===== src/rtl/int_ctrl.sv =====
// Four-line interrupt controller: edge latch, mask, arbitration, and the ack/eoi handshake.
// Define INT_CTRL_ROUND_ROBIN_EN for rotating priority; the default is fixed priority (line 0 highest).
module int_ctrl #(
    parameter int unsigned     AW         = 10,
    parameter logic [AW-1:0]   VEC_BASE   = 10'h3C0,
    parameter logic [AW-1:0]   VEC_STRIDE = 10'd16
) (
    input  logic          clk,
    input  logic          reset,
    input  logic [3:0]    irq,
    input  logic          mask_we,
    input  logic [3:0]    mask_in,
    input  logic          ack,
    input  logic          eoi,
    output logic          int_req,
    output logic [1:0]    int_id,
    output logic [AW-1:0] int_vec,
    output logic [3:0]    pending,
    output logic          in_service
);

    typedef enum logic [1:0] {
        IDLE    = 2'd0,
        REQ     = 2'd1,
        SERVICE = 2'd2
    } state_t;

    state_t        state_q, state_d;
    logic [3:0]    irq_prev_q, irq_prev_d;
    logic [3:0]    pending_q, pending_d;
    logic [3:0]    mask_q, mask_d;
    logic [1:0]    int_id_q, int_id_d;
    logic [AW-1:0] int_vec_q, int_vec_d;
`ifdef INT_CTRL_ROUND_ROBIN_EN
    logic [1:0]    last_grant_q, last_grant_d;
`endif

    logic [3:0] edges;
    logic [3:0] eligible;
    logic [3:0] clr;
    logic [1:0] start;
    logic [1:0] idx;
    logic [1:0] winner;
    logic       found;

    always_comb begin
        // NOTE: every variable gets a default before any branch so no path leaves it unassigned (no latches).
        edges      = irq & ~irq_prev_q;
        eligible   = pending_q & mask_q;
        clr        = 4'b0000;
        found      = 1'b0;
        winner     = 2'd0;
        idx        = 2'd0;
        state_d    = state_q;
        int_id_d   = int_id_q;
        int_vec_d  = int_vec_q;
        mask_d     = mask_we ? mask_in : mask_q;
        irq_prev_d = irq;
`ifdef INT_CTRL_ROUND_ROBIN_EN
        last_grant_d = last_grant_q;
        start        = last_grant_q + 2'd1;
`else
        start        = 2'd0;
`endif

        // Search from the start slot upward, wrapping 3 -> 0; first eligible line wins.
        for (int k = 0; k < 4; k++) begin
            idx = start + 2'(k);
            if (!found && eligible[idx]) begin
                found  = 1'b1;
                winner = idx;
            end
        end

        case (state_q)
            IDLE: begin
                if (found) begin
                    state_d   = REQ;
                    int_id_d  = winner;
                    int_vec_d = VEC_BASE + AW'(winner) * VEC_STRIDE;
                end
            end
            REQ: begin
                // A latched request is held until ack, even if its mask bit drops.
                if (ack) begin
                    clr[int_id_q] = 1'b1;
                    state_d       = SERVICE;
`ifdef INT_CTRL_ROUND_ROBIN_EN
                    last_grant_d  = int_id_q;
`endif
                end
            end
            SERVICE: begin
                if (eoi) begin
                    state_d = IDLE;
                end
            end
            default: state_d = IDLE;
        endcase

        // Set wins over the ack clear when both hit the same line.
        pending_d = (pending_q & ~clr) | edges;
    end

    always_ff @(posedge clk) begin
        // NOTE: non-blocking assignments so every flop samples pre-edge values regardless of statement order.
        if (reset) begin
            state_q    <= IDLE;
            irq_prev_q <= 4'b0000;
            pending_q  <= 4'b0000;
            mask_q     <= 4'b0000;
            int_id_q   <= 2'd0;
            int_vec_q  <= VEC_BASE;
`ifdef INT_CTRL_ROUND_ROBIN_EN
            last_grant_q <= 2'd3;
`endif
        end else begin
            state_q    <= state_d;
            irq_prev_q <= irq_prev_d;
            pending_q  <= pending_d;
            mask_q     <= mask_d;
            int_id_q   <= int_id_d;
            int_vec_q  <= int_vec_d;
`ifdef INT_CTRL_ROUND_ROBIN_EN
            last_grant_q <= last_grant_d;
`endif
        end
    end

    assign int_req    = (state_q == REQ);
    assign in_service = (state_q == SERVICE);
    assign int_id     = int_id_q;
    assign int_vec    = int_vec_q;
    assign pending    = pending_q;

endmodule


===== config.mk =====
export PLATFORM = sky130hd
export DESIGN_NAME = int_ctrl
export DESIGN_NICKNAME = d
export VERILOG_FILES = /design/src/rtl/int_ctrl.sv
export SDC_FILE = /design/constraint.sdc
export NUM_CORES = 1
export LEC_CHECK = 0
export ABC_AREA = 1
export BUFFER_PORTS_ARGS = -buffer_cell sky130_fd_sc_hd__buf_4
export CORE_AREA = 2 2 53 55
export CTS_BUF_LIST = sky130_fd_sc_hd__clkbuf_4 sky130_fd_sc_hd__clkbuf_8 sky130_fd_sc_hd__clkbuf_16
export DETAILED_ROUTE_END_ITERATION = 8
export DIE_AREA = 0 0 55 57
export PLACE_DENSITY = 0.52
export SYNTH_ARGS = -nofsm -noshare
export SYNTH_HDL_FRONTEND = slang
export SYNTH_SLANG_ARGS = --single-unit

===== constraint.sdc =====
create_clock -name clk -period 2 [get_ports clk]
set_input_delay 0.1 -clock clk [delete_from_list [all_inputs] [get_ports clk]]
set_output_delay 0.1 -clock clk [all_outputs]
set_load 0.005 [all_outputs]

# --- Yosys cells after proc, flatten, opt, wreduce, memory -nomap -nowiden ---
# Cells that the tools add are included.
op_classes:
  add_sub_neg: 1
  magnitude_cmp: 2
  eq_ne: 5
  n_mux: 15
  n_bitwise: 6
  reduce_logical: 10
op_table:
  columns: ["op", "n"]
  rows:
  - ["$and A4 B4 Y4", 3]
  - ["$mux W2", 5]
  - ["$add A7 B7 Y8 const A", 1]
  - ["$mux W4", 2]
  - ["$not A4 Y4", 2]
  - ["$mux W1", 6]
  - ["$ne A2 B2 Y1 const B", 3]
  - ["$pmux W2 S3", 1]
  - ["$logic_and A1 B1 Y1", 4]
  - ["$or A4 B4 Y4", 1]
  - ["$logic_not A1 Y1", 3]
  - ["$lt A2 B3 Y1 const B", 1]
  - ["$reduce_and A3 Y1", 1]
  - ["$demux W1 S2", 1]
  - ["$eq A2 B1 Y1 const B", 1]
  - ["$eq A2 B2 Y1 const B", 1]
  - ["$ge A2 B1 Y1 const B", 1]
  - ["$logic_not A2 Y1", 1]
  - ["$reduce_and A2 Y1", 1]
word_totals:
  reg_bits: 26
  inputBits: 13
  output_inout_bits: 18
  elab_cells: 45

# --- Logic depth before layout (Yosys ltp) ---
logic_depth:
  word_depth: 13
  mapped_depth: 8
  depth_no_buf: 8

# --- Worst setup path before layout ---
# No wires, ideal clock.
synth_path:
  path_type: "register to register"
  from: "register state_q[0]"
  to: "register pending_q[0] (netlist: pending[0])"
  setup_time_ns: 0.117
  arrival_time_ns: 0.768
  required_time_ns: 1.883
  slack_ns: 1.115
  stages_incl_launch_ff: 6
  n_path_buf: 0
  period_less_slack_ns: 0.885
  cell_sequence: "dfxtp_1 > inv_1 > nor2_4 > nand4_1 > nand3_1 > o21ai_1"
synth_via:
  elab_chain_cells: 5
synth_lines:
  columns: ["element", "line_no", "rtl"]
  rows:
  - ["start: declaration", "28", "state_t state_q, state_d;"]
  - ["start signal: assignment", "118", "state_q <= state_d;"]
  - ["$eq A2 B1 Y1", null, null]
  - ["named net int_req", "15", "output logic int_req,"]
  - ["$mux W4", "75", "case (state_q)"]
  - ["$not A4 Y4", "102", "pending_d = (pending_q & ~clr) | edges;"]
  - ["$and A4 B4 Y4", "102", null]
  - ["$or A4 B4 Y4", "102", null]
  - ["end signal: assignment", "120", "pending_q <= pending_d;"]
  - ["end: declaration", "30", "logic [3:0] pending_q, pending_d;"]
# The timed path passes the listed nets, and every way through them passes these cells.
# A chain may end at the register's enable or synchronous reset.

# --- Worst setup path after layout ---
layout_path:
  from: "register state_q[0]"
  to: "output port int_req"
layout_via:
  elab_chain_cells: 1
layout_lines:
  columns: ["element", "line_no", "rtl"]
  rows:
  - ["$eq A2 B1 Y1", "130", "assign int_req = (state_q == REQ);"]
  - ["end: declaration", "15", null]
# No other way between the ends.

==> flow_summary.yaml <==
hold_path:
  hp-class: "primary input to flop"
  hold_start: "irq[3]"
logic_synthesis:
  synth_cell_type_count: 16
  synth_cells: 97
  synth_enable_flop_cells: 0
  async_flop_share_pct: 0
  synthTopCellsByArea: "dfxtp_1, buf_4, nand2_1, inv_1, nor2_1"
  netlist_top_cells_count: "nand2_1, dfxtp_1, inv_1"
  yosysSeqAreaShare_pct: 44.3
  avgSynthCellArea_sq_um: 7.46
  yosysWarnings: 0
  yosysTopAreaCell: "dfxtp_1"
  synth_area_sq_um: 723
  yosysMostFrequentCell: "nand2_1"
  synth_ff_type: "dfxtp_1"
  yosysTopAreaCellShare_pct: 44.3
  ys_ff_latch: 16
power:
  power_density_nw_per_um2: 769
  leakage_nw: 0.480
  vdd_drop_max_mv: 0.318
  p_total_mw: 0.699
floorplan:
  die_x_microns: 55
  core_area_sq_um: 2620
  die_h_microns: 57
  die_area_sq_um: 3140
  io_pins: 31
  start_util_pct: 27.7
  num_rows: 19
final_layout:
  nNetsFinal: 133
  seq_area_sq_um: 320
  stdcell_area_sq_um: 910
  n_antenna_cell: 0
  area_growth_pct: 25.8
  fin_cells: 150
  multi_input_area_sq_um: 287
  fillCellCount: 293
  drive_gt1_share_pct: 27.7
placement:
  hpwl_microns: 1100
  gp_congestion: 0.768
  dp.cells: 145
  portBuffers: 22
  post_dp_cell_area_sq_um: 863
timing:
  rsz0062_at_grt: "no"
  final-max-slew-violation-count: 0
  fin_skew_ps: 1.10
  fin_crit_sh_pct: 57.0
  fin_crit_ps: 1140
  fmax_mhz: 877
  tns_ps: 0
  finalSetupViolCount: 0
  finalHoldViolCount: 0
outcome:
  status: "finished clean"
setup_path:
  cp-end-kind: "primary output"
  path_delay_family: "flip-flops"
  crit_slowest_cell: "dfxtp_1"
  crit_chain: "inv_1 -> nor2_4 -> buf_4"
  crit_buf_inv: 2
  r2r-start: "state_q[0]$_SDFFE_PP0P_"
  arrival_ps: 1040
  start_kind: "flop"
  worstPathMaxFanout: 6
  critical_path_required_ps: 1900
  crit_path_start: "state_q[0]$_SDFFE_PP0P_"
  critPathMaxStageDelay_ps: 390
  critPathKind: "flop to primary output"
global_route:
  grtUsageTotal_pct: 10.3
  grt_pass1_vias: 620
  use_met2_pct: 16.7
  grt_max_degree: 16
  antenna_found_initial: 0
  gr-usage-met3_pct: 2.36
  grt_use_met1_pct: 12.6
  overflow: 0
  grt_first_pass_wirelength_microns: 2380
  busiest_layer: "met2"
job:
  cap_viol_max_count: 0
clock_tree:
  cts_setup_buffers: 0
  numClockSinks: 16
  clockRootBuffer: "clkbuf_4"
  cts_max_path_buffers: 2
  cts_hold_buf: 1
  cts.repair.resized: 0
  clkTransAtPathRegs_ps: 90
  htree_num_levels: 1
  clk_latency_ps: 280
  cts_tree: "yes"
  cts_buffers: 3
detailed_routing:
  drtIter0Drc: 5
  drtAntennaViolNets: 0
  routedWlPerCell_microns: 8.90
  vias_per_cell: 4.08
  drc: 0
  drtPass1Iterations: 4
  via_count: 612
  wl_microns: 1340
## path summary, 6_finish.rpt
kind / cells past startpoint / slack [ps] / to
worst max-delay path: 3 / 860 / int_req
worst min register to register: 1 / 410 / pending[1]$_SDFF_PP0_
worst min-delay path: 3 / 20 / irq_prev_q[3]$_SDFF_PP0_
worst max register to register: 5 / 1010 / pending[2]$_SDFF_PP0_
## layer usage
| metal | vias to the layer above | part of all wire, % |
|---|---|---|
| li1 | 326 | - |
| met1 | 262 | 44 |
| met2 | 22 | 49 |
| met3 | 2 | 6.1 |
| met4 | 0 | 0.75 |
| met5 | - | 0 |
## layout make-up
type                       count  area share, %
inverter                      14           5.78
multi-input combinational     62           31.5
tap                           31           4.26
clock buffer                   4           3.99
timing repair buffer          23           19.3
sequential                    16           35.2
## through the flow
| stage | setup slack (ps) | util, % | hold WS (ps) |
|---|---|---|---|
| 6_report | 860 | 34.8 | 16.3 |
| 5_1_grt | 736 | 34.8 | 13.2 |
| 4_1_cts | 851 | 34.8 | 11.1 |
| 3_5_place_dp | 1010 | 33.0 | 269 |
| 3_3_place_gp | 1040 | 33.0 | 265 |
| 2_1_floorplan | 1120 | - | 169 |
## cell families after synthesis
group / after synthesis / share of synthesized area (%)
AND/OR/NAND/NOR: 43 / 27.9
flip-flops: 16 / 44.3
other: 2 / 1.04
buffers and inverters: 25 / 19.2
AO/OA/AOI/OAI: 11 / 7.61
## sequential cells by signal, summed over array words and instances (netlist names)
name,count
int_vec,2
irq_prev_q,4
mask_q,4
pending,4
state_q,2
## cells in the final DEF (no fill, tap or decap)
master,instances
buf_4,22
nand2_1,18
dfxtp_1,16
inv_1,14
nor2_1,8
conb_1,8
o21ai_1,5
nand3_1,5
nand4_1,4
o21ai_0,4
nor2_2,3
nand2_2,3
clkbuf_4,3
a21oi_1,2
nor2_4,1
nor3_1,1
clkbuf_8,1
dlygate4sd3_1,1
## tightest hold or removal path, delay by kind of cell
| kind | cells | cell delay (ps) |
|---|---|---|
| buffers and inverters | 2 | 120 |
| and+or+nand+nor | 1 | 50 |
## power breakdown
| part | internal (mW) | total (mW) | switching [mW] |
|---|---|---|---|
| clock | 0.111 | 0.211 | 0.100 |
| combinational | 0.0625 | 0.123 | 0.0604 |
| sequential | 0.344 | 0.365 | 0.0210 |
| total | 0.518 | 0.699 | 0.182 |
No activity file was read; power rests on OpenSTA's default activity.
